==> src/rtl/stream_arb2.sv <==
// Two-input round-robin AXI-stream merge with a registered output stage.
// Define STREAM_ARB_PKT_LOCK_EN to hold the grant from first beat to last beat.
module stream_arb2 #(
  parameter int DATA_WD = 4
) (
  input  logic               clk,
  input  logic               rst_n,
  input  logic               b_valid,
  input  logic [DATA_WD-1:0] b_data,
  input  logic               b_last,
  output logic               b_ready,
  input  logic               c_valid,
  input  logic [DATA_WD-1:0] c_data,
  input  logic               c_last,
  output logic               c_ready,
  output logic               a_valid,
  output logic [DATA_WD-1:0] a_data,
  output logic               a_last,
  output logic               a_src,
  input  logic               a_ready
);

  logic               a_valid_q, a_valid_d;
  logic [DATA_WD-1:0] a_data_q, a_data_d;
  logic               a_last_q, a_last_d;
  logic               a_src_q, a_src_d;
  logic               last_gnt_q, last_gnt_d;
  logic               ld, gnt_b, gnt_c;

  assign ld = !a_valid_q || a_ready;

`ifdef STREAM_ARB_PKT_LOCK_EN
  typedef enum logic [1:0] {ARB, HOLD_B, HOLD_C} state_e;
  state_e state_q, state_d;

  always_ff @(posedge clk or negedge rst_n) begin
    if (!rst_n) state_q <= ARB;
    else        state_q <= state_d;
  end

  always_comb begin
    state_d = state_q;
    if (b_ready)      state_d = b_last ? ARB : HOLD_B;
    else if (c_ready) state_d = c_last ? ARB : HOLD_C;
  end
`endif

  // last_gnt_q = 1 means c won last, so b wins the next tie
  always_comb begin
    gnt_b = b_valid && (!c_valid || last_gnt_q);
    gnt_c = c_valid && (!b_valid || !last_gnt_q);
`ifdef STREAM_ARB_PKT_LOCK_EN
    case (state_q)
      HOLD_B: begin
        gnt_b = b_valid;
        gnt_c = 1'b0;
      end
      HOLD_C: begin
        gnt_b = 1'b0;
        gnt_c = c_valid;
      end
      default: ;
    endcase
`endif
  end

  // Readies are masked during reset so nothing is taken while the output is held clear
  assign b_ready = rst_n && ld && gnt_b;
  assign c_ready = rst_n && ld && gnt_c;

  always_comb begin
    a_valid_d  = a_valid_q;
    a_data_d   = a_data_q;
    a_last_d   = a_last_q;
    a_src_d    = a_src_q;
    last_gnt_d = last_gnt_q;
    if (b_ready) begin
      a_valid_d  = 1'b1;
      a_data_d   = b_data;
      a_last_d   = b_last;
      a_src_d    = 1'b0;
      last_gnt_d = 1'b0;
    end else if (c_ready) begin
      a_valid_d  = 1'b1;
      a_data_d   = c_data;
      a_last_d   = c_last;
      a_src_d    = 1'b1;
      last_gnt_d = 1'b1;
    end else if (ld) begin
      a_valid_d  = 1'b0;
    end
  end

  always_ff @(posedge clk or negedge rst_n) begin
    if (!rst_n) begin
      a_valid_q  <= 1'b0;
      a_data_q   <= '0;
      a_last_q   <= 1'b0;
      a_src_q    <= 1'b0;
      last_gnt_q <= 1'b1;
    end else begin
      a_valid_q  <= a_valid_d;
      a_data_q   <= a_data_d;
      a_last_q   <= a_last_d;
      a_src_q    <= a_src_d;
      last_gnt_q <= last_gnt_d;
    end
  end

  assign a_valid = a_valid_q;
  assign a_data  = a_data_q;
  assign a_last  = a_last_q;
  assign a_src   = a_src_q;

endmodule

==> config.mk <==
export PLATFORM = sky130hd
export DESIGN_NAME = stream_arb2
export DESIGN_NICKNAME = d
export VERILOG_FILES = /design/src/rtl/stream_arb2.sv
export SDC_FILE = /design/constraint.sdc
export NUM_CORES = 1
export LEC_CHECK = 0
export CAP_MARGIN = 20
export CORE_AREA = 2 2 39 41
export DETAILED_ROUTE_END_ITERATION = 8
export DIE_AREA = 0 0 41 43
export MAX_ROUTING_LAYER = met4
export PLACE_DENSITY = 0.74
export SYNTH_ARGS = -nofsm -noshare
export SYNTH_HDL_FRONTEND = slang
export SYNTH_SLANG_ARGS = --single-unit
==> constraint.sdc <==
create_clock -name clk -period 1.8 [get_ports clk]
set_clock_uncertainty 0.2 [all_clocks]
set_input_delay 0.36 -clock clk [delete_from_list [all_inputs] [get_ports clk]]
set_output_delay 0.36 -clock clk [all_outputs]
set_load 0.02 [all_outputs]
---- Word-level counts from Yosys, hierarchy flattened ----
Cells that the tools add are included.
word-level totals
  register bits ........................... 8
  bits in latches ......................... 0
  memory bits (writable) .................. 0
  memory bits (read-only) ................. 0
  bits of input ports ..................... 15
  output and inout port bits .............. 9
  logic and storage cells ................. 28
  memories ................................ 0
operators by class
  $add $sub $neg .......................... 0
  multipliers ............................. 0
  divide/modulo/power cells ............... 0
  order comparisons ....................... 0
  equality and inequality tests ........... 0
  shifts and indexed selects .............. 0
  muxes and demuxes ....................... 9
  bitwise logic cells ..................... 0
  reductions and logical operators ........ 14
operators by type and width
  kind                count
  4-bit 2-to-1 mux    2
  1-bit 2-to-1 mux    7
  1-bit logical AND   5
  1-bit logical NOT   4
  1-bit logical OR    3
  3-bit nonzero test  1
  2-bit nonzero test  1

---- Logic depth before layout (Yosys ltp) ----
Gate-level depths: netlist (run 1).
  depth after elaboration ................. 6
  depth in mapped cells ................... 5

---- Least setup slack after synthesis (run 1) ----
Ideal clock, no wire load.
  kind .................................... register to output
  start ................................... register a_valid_q, in the netlist a_valid
  end ..................................... output port b_ready
  data arrival time ....................... 1.554 ns
  required time ........................... 1.240 ns
  slack ................................... -0.314 ns
  stages on the path, launching flop included .. 4
  buffers on the path ..................... 1
  path through ............................ dfrtp_1 > nor2b_1 > buf_2 > nor4_1
between the ends
  longest elaborated chain between the ends .. 4
RTL lines
  item                            line  source
  start, declared                 23    logic a_valid_q, a_valid_d;
  start signal, assigned          102   a_valid_q <= a_valid_d;
  1-bit logical NOT               30    assign ld = !a_valid_q || a_ready;
  1-bit logical OR                30
  1-bit logical AND (2 in a row)  68    assign b_ready = rst_n && ld && gnt_b;
  end, declared                   11    output logic b_ready,
Every way passes these cells.

---- Final worst setup path (run 1) ----
  start ................................... register last_gnt_q
  end ..................................... output port c_ready
between the ends
  longest elaborated chain between the ends .. 4
RTL lines
  item                    line  source
  start, declared         27    logic last_gnt_q, last_gnt_d;
  start signal, assigned  106   last_gnt_q <= last_gnt_d;
  1-bit logical NOT       51    gnt_c = c_valid && (!b_valid || !last_gnt_q);
  1-bit logical OR        51
  1-bit logical AND       51
  1-bit logical AND       69    assign c_ready = rst_n && ld && gnt_c;
  end, declared           15    output logic c_ready,
Every way passes these cells.

==> qor.csv, run 1 <==
stage,metric,value,unit
worst_setup_path,CP arrival,1230,ps
synthesis,distinct cell type count after synthesis,19,
min_path,Hold Path Class,input port to asynchronous set/reset pin,
global_routing,GR Util All Layers,20.54,%
power,Lkg Pwr,0.3957,nW
worst_setup_path,startpoint type of the worst setup path,flip-flop,
synthesis,post-synthesis cell area,486.7,µm²
clock_tree,Skew-Pair Late Insertion Delay,260,ps
finish,layout cell share with drive strength beyond 1,31.82,%
clock_tree,"Reg clk slew, reported paths",70,ps
detailed_routing,drt first pass iters,4,
sta,Tightest Pin Transition,299.0,ps
clock_tree,cts hold-fix bufs,0,
synthesis,Syn Inst Count,54,
worst_setup_path,WP data required,1240,ps
synthesis,synthesized flop and latch total,8,
worst_setup_path,r2r worst-path depth,4,
power,maximum vdd drop,429.8,µV
clock_tree,CTS Buf Count,3,
worst_setup_path,Setup crit end kind,output port,
flow_run,Max-cap violations,0,
detailed_routing,via count,569,
synthesis,syn_area_per_cell,9.013,µm²
synthesis,Synth area leader,dfrtp_1,
clock_tree,CTS H-tree depth,1,
detailed_routing,Avg Vias per Cell,5.471,
power,Pwr Density,784.1,nW/µm²
placement,port bufs,23,
global_routing,pin count of the biggest net entering global routing,15,
floorplan,area of the core,1384,µm²
sta,FMAX,557.7,MHz
sta,post-layout min period,1793,ps
sta,Finish-stage setup viols,0,
finish,# diodes,0,
global_routing,M3 GR Usage,5.236,%
finish,Finished Layout Cells,104,
placement,gpl congestion,0.7970,
worst_setup_path,worst-path maximum fanout,2,
floorplan,chip height,43,µm
clock_tree,TritonCTS clock tree,yes,
global_routing,initial antenna violation count,0,
sta,RSZ-0062 raised after global routing,yes,
floorplan,die width,41,µm
finish,Fillers,120,
global_routing,first-pass GRT wire length,2.290,mm
detailed_routing,WL final,1.516,mm
worst_setup_path,worst reg2reg startpoint,last_gnt_q$_DFFE_PN1P_,
sta,count of final hold-check violations,0,
placement,Setup WS pre-CTS,-655.1,ps
floorplan,die area,1763,µm²
placement,Placed Cells,96,
placement,DP HPWL,1.005,mm
clock_tree,CTS root buffer,clkbuf_4,
detailed_routing,DRC Markers,0,
synthesis,async set or reset register ratio after synthesis,100.0,%
worst_setup_path,R2R Setup Slk,110,ps
floorplan,Starting Density,35.17,%
global_routing,grt total ovfl,0,
synthesis,Synth Flop Type,dfrtp_1,
sta,setup TNS,0,ps
synthesis,yosys warns,0,
finish,P&R area growth vs syn,79.43,%
global_routing,number of global-route vias before repair,490,
outcome,status,"complete, no violations",
global_routing,M2 GR Usage,29.69,%
synthesis,ranking of synthesized cells by area,"dfrtp_1, a31oi_1, o41ai_1",
floorplan,Top Ports,24,
global_routing,gr busiest metal,met2,
detailed_routing,wire per inst,14.58,µm
clock_tree,Longest Clk Path Bufs,2,
sta,Tcrit/Tclk final,99.61,%
synthesis,Synth Net Count,69,
sta,worst rel slew slack,79.80,%
worst_setup_path,critical path class,flip-flop to output port,
detailed_routing,initial drt markers,31,
sta,post-route setup slack,7.063,ps
finish,Total Nets Final,104,
synthesis,Post-synth EDFFs,0,
floorplan,row count,14,
worst_setup_path,worst r2r dst,a_data[3]$_DFFE_PN0P_,
synthesis,Yosys top cell area share,35.99,%
detailed_routing,Routed Antenna Nets,0,
global_routing,grt met1 use,25.65,%
synthesis,"Seq/Total Area, Yosys",41.39,%
clock_tree,clock sinks,8,
sta,Slew Limit Fails,0,
## critical path: stages (launching register included)
cell	delay, ps
dfstp_2	550
inv_2	50
o2111ai_4	180
inv_1	70
buf_6	130
## flip-flops by register name, indices dropped and copies added (netlist names)
signal and count:
a_data 4, a_valid 1, a_src 1, last_gnt_q 1, a_last 1
## cells by family after synthesis
group	share of synthesized area, %
AND/OR/NAND/NOR	20.83
buffers and inverters	12.08
AO/OA/AOI/OAI	25.71
flip-flops	41.39
## cells in the final DEF (no fill, tap or decap), drive strengths merged, types with 2 or more instances in the layout
cell / instances
a31oi: 10
buf: 15
clkbuf: 4
clkdlybuf4s50: 12
dfrtp: 7
dlygate4sd2: 5
dlymetal6s2s: 4
inv: 5
nand2: 5
nor2b: 2
o21ai: 2
o41ai: 5
or2: 2
or4: 5
## repair_timing
action	in CTS	in global routing
setup endpoints to repair	6	6
resized for setup	24	4
pin swaps	2	0
setup buffers	2	2
## report_power, final
group          internal (mW)  total, mW  switching, mW
combinational          0.143      0.288          0.145
sequential             0.221      0.241         0.0203
clock                 0.0853      0.156         0.0707
total                  0.449      0.685          0.236
## synth_stat cells (2+ instances only)
master	instances
o21ai_0	2
o41ai_1	5
inv_1	4
clkbuf_1	2
nand2_1	5
nor2b_1	2
or4_1	5
a31oi_1	10
buf_2	2
dfrtp_1	7
buf_6	2
## per-stage QoR
stage	util [%]	hold slack [ps]	area [µm²]	power (mW)
2_1_floorplan	-	-135.6	501.7	0.3733
3_3_place_gp	56.33	313.0	779.5	0.5044
3_5_place_dp	56.33	317.8	779.5	0.5081
4_1_cts	61.30	121.3	848.3	0.6830
5_1_grt	63.11	138.2	873.3	0.7260
6_report	63.11	125.9	873.3	0.6848
## how the worst max path moves through the flow
stage | from | endpoint
after floorplan | a_valid$_DFFE_PN0P_ | b_ready
after global placement | b_valid | b_ready
after detailed placement | b_valid | b_ready
after CTS | a_valid$_DFFE_PN0P_ | b_ready
after global routing | last_gnt_q$_DFFE_PN1P_ | c_ready
final | last_gnt_q$_DFFE_PN1P_ | c_ready
## final cells by class
cell class | instances | area (µm²) | share of cell area [%]
clock buffer | 4 | 26.28 | 3.009
multi-input combinational | 35 | 276.5 | 31.66
sequential | 8 | 201.4 | 23.07
timing repair buffer | 36 | 330.3 | 37.82
tap | 16 | 20.02 | 2.292
inverter | 5 | 18.77 | 2.149
## routing by layer
layer  share of wire, %  vias to the layer above
li1                   -                      277
met1                 41                      252
met2                 47                       34
met3                9.0                        6
met4                3.5                        0
met5                  0                        -
No activity file was read; power rests on OpenSTA's default activity.
==> inputs of run 2 (changes only) <==
--- a/config.mk
+++ b/config.mk
@@ -14,3 +14,4 @@
 export SYNTH_ARGS = -nofsm -noshare
 export SYNTH_HDL_FRONTEND = slang
 export SYNTH_SLANG_ARGS = --single-unit
+export TNS_END_PERCENT = 5
==> qor.csv, run 2 (same netlist as run 1, synthesis figures left out) <==
stage,metric,value,unit,change
sta,post-route setup slack,-19.36,ps,was 7.063 ps
finish,most frequent cells in the layout,"clkdlybuf4s50_1, buf_4, a31oi_1",,"was buf_4, clkdlybuf4s50_1, a31oi_1"
floorplan,Top Ports,24,,unchanged
worst_setup_path,Setup crit end kind,output port,,unchanged
placement,Setup WS pre-CTS,-655.1,ps,unchanged
sta,Finish-stage setup viols,1,,was 0
detailed_routing,wire per inst,14.78,µm,was 14.58 µm
detailed_routing,Routed Antenna Nets,0,,unchanged
global_routing,first-pass GRT wire length,2.256,mm,was 2.290 mm
worst_setup_path,WP data required,1240,ps,about the same
floorplan,Starting Density,35.17,%,unchanged
sta,Tcrit/Tclk final,101.1,%,was 99.61%
outcome,status,"finished, violations left",,"was complete, no violations"
worst_setup_path,"Largest stage delay, worst path",550,ps,about the same
worst_setup_path,startpoint type of the worst setup path,flip-flop,,unchanged
sta,FMAX,549.6,MHz,was 557.7 MHz
clock_tree,CTS Buf Count,3,,unchanged
clock_tree,Skew-Pair Late Insertion Delay,260,ps,about the same
sta,Slew Limit Fails,0,,unchanged
clock_tree,"Reg clk slew, reported paths",60,ps,was 70 ps
sta,post-layout min period,1819,ps,was 1793 ps
finish,max reg flops,4,,unchanged
floorplan,die area,1763,µm²,unchanged
floorplan,die width,41,µm,unchanged
finish,layout cell share with drive strength beyond 1,30.23,%,was 31.82%
min_path,Hold Path Class,input port to asynchronous set/reset pin,,unchanged
clock_tree,cts hold-fix bufs,0,,unchanged
placement,DP HPWL,1.005,mm,unchanged
global_routing,M3 GR Usage,5.236,%,unchanged
detailed_routing,drt first pass iters,4,,unchanged
sta,count of final hold-check violations,0,,unchanged
power,maximum vdd drop,428.5,µV,was 429.8 µV
clock_tree,TritonCTS clock tree,yes,,unchanged
worst_setup_path,worst-path maximum fanout,3,,was 2
sta,RSZ-0062 raised after global routing,yes,,unchanged
floorplan,row count,14,,unchanged
power,Lkg Pwr,0.3870,nW,was 0.3957 nW
worst_setup_path,"slowest stage cell, crit path",dfstp_2,,unchanged
sta,Tightest Pin Transition,281.9,ps,was 299.0 ps
global_routing,initial antenna violation count,0,,unchanged
finish,# diodes,0,,unchanged
worst_setup_path,r2r worst-path depth,4,,unchanged
global_routing,M2 GR Usage,29.06,%,was 29.69%
flow_run,Max-cap violations,0,,unchanged
global_routing,GR Util All Layers,20.23,%,was 20.54%
detailed_routing,WL final,1.508,mm,was 1.516 mm
sta,worst rel slew slack,80.96,%,was 79.80%
power,total chip power,680.6,µW,was 684.8 µW
finish,Fillers,124,,was 120
floorplan,area of the core,1384,µm²,unchanged
detailed_routing,Avg Vias per Cell,5.461,,was 5.471
clock_tree,Longest Clk Path Bufs,2,,unchanged
global_routing,pin count of the biggest net entering global routing,15,,unchanged
placement,gpl congestion,0.7970,,unchanged
global_routing,grt total ovfl,0,,unchanged
global_routing,gr busiest metal,met2,,unchanged
global_routing,grt met1 use,25.32,%,was 25.65%
worst_setup_path,crit path cell chain,"inv_2, o2111ai_4, inv_1, buf_6",,unchanged
clock_tree,CTS root buffer,clkbuf_4,,unchanged
worst_setup_path,CP arrival,1260,ps,was 1230 ps
detailed_routing,via count,557,,was 569
detailed_routing,initial drt markers,29,,was 31
finish,P&R area growth vs syn,76.35,%,was 79.43%
finish,Total Nets Final,102,,was 104
power,Pwr Density,793.0,nW/µm²,was 784.1 nW/µm²
detailed_routing,DRC Markers,0,,unchanged
floorplan,chip height,43,µm,unchanged
finish,post-route core utilization,62.03,%,was 63.11%
outcome,failing checks,setup timing,,
global_routing,number of global-route vias before repair,484,,was 490
worst_setup_path,critical path class,flip-flop to output port,,unchanged
clock_tree,clock sinks,8,,unchanged
placement,port bufs,23,,unchanged
clock_tree,CTS H-tree depth,1,,unchanged
sta,setup TNS,-19.36,ps,was 0 ps
-- run 2: cell count changes in the layout (fill, tap and decap cells not counted), sizes merged --
cell,delta
buf,-2
-- run 2: worst paths after layout --
path                                        startpoint                      to  slack [ps]
min in group clk                 a_data[2]$_DFFE_PN0P_   a_data[2]$_DFFE_PN0P_         340
max in group asynchronous                        rst_n  last_gnt_q$_DFFE_PN1P_        1040
worst max register to register  last_gnt_q$_DFFE_PN1P_   a_data[3]$_DFFE_PN0P_         110
worst max-delay path            last_gnt_q$_DFFE_PN1P_                 c_ready         -20
worst min register to register   a_data[2]$_DFFE_PN0P_   a_data[2]$_DFFE_PN0P_         340
worst min-delay path                             rst_n     a_valid$_DFFE_PN0P_         120
-- run 2: worst max-delay path, delay by kind of cell (launching register included) --
kind                   cells  cell delay [ps]
DFF                        1              550
buffers and inverters      3              260
AOI/OAI and AO/OA          1              190
-- run 2: per-layer routing --
layer,wire length (µm),up-vias,part of all wire (%)
met5,0,-,0
met4,51,0,3.4
met3,119,8,7.9
met2,714,28,47
met1,622,246,41
li1,-,275,-
-- run 2: final cells by class --
| class | instances | area (µm²) | area share [%] |
|---|---|---|---|
| clock buffers | 4 | 26.28 | 3.061 |
| flip-flops and latches | 8 | 201.4 | 23.47 |
| well taps | 16 | 20.02 | 2.332 |
| inverters | 5 | 18.77 | 2.187 |
| multi-input cells | 35 | 276.5 | 32.22 |
| repair buffers | 34 | 315.3 | 36.73 |
-- run 2: what timing repair did --
action	4_1_cts	5_1_grt
endpoints found under the setup margin	6	6
hold endpoints to repair	0	0
resized for setup	24	4
setup buffers	1	1
pin swaps	2	0
-- run 2: per-stage QoR --
stage	hold WS, ps	cell area (µm²)	std cells
2_1_floorplan	-135.6	501.7	54
3_3_place_gp	313.0	779.5	96
3_5_place_dp	317.8	779.5	96
4_1_cts	121.3	840.8	101
5_1_grt	138.2	858.3	102
6_report	124.6	858.3	102
-- run 2: where the power goes --
part / switching (mW) / leakage, nW / internal (mW) / total, mW
sequential: 0.0204 / 0.0894 / 0.221 / 0.241
combinational: 0.145 / 0.283 / 0.139 / 0.284
clock: 0.0705 / 0.0150 / 0.0854 / 0.156
total: 0.236 / 0.387 / 0.445 / 0.681
==> inputs of run 3 (changes only) <==
--- a/config.mk
+++ b/config.mk
@@ -9,6 +9,8 @@
 export CORE_AREA = 2 2 39 41
 export DETAILED_ROUTE_END_ITERATION = 8
 export DIE_AREA = 0 0 41 43
+export GPL_ROUTABILITY_DRIVEN = 0
+export GPL_TIMING_DRIVEN = 1
 export MAX_ROUTING_LAYER = met4
 export PLACE_DENSITY = 0.74
 export SYNTH_ARGS = -nofsm -noshare
==> results of run 3 <==
The final DEF is identical to that of run 2; final timing and power are the same.
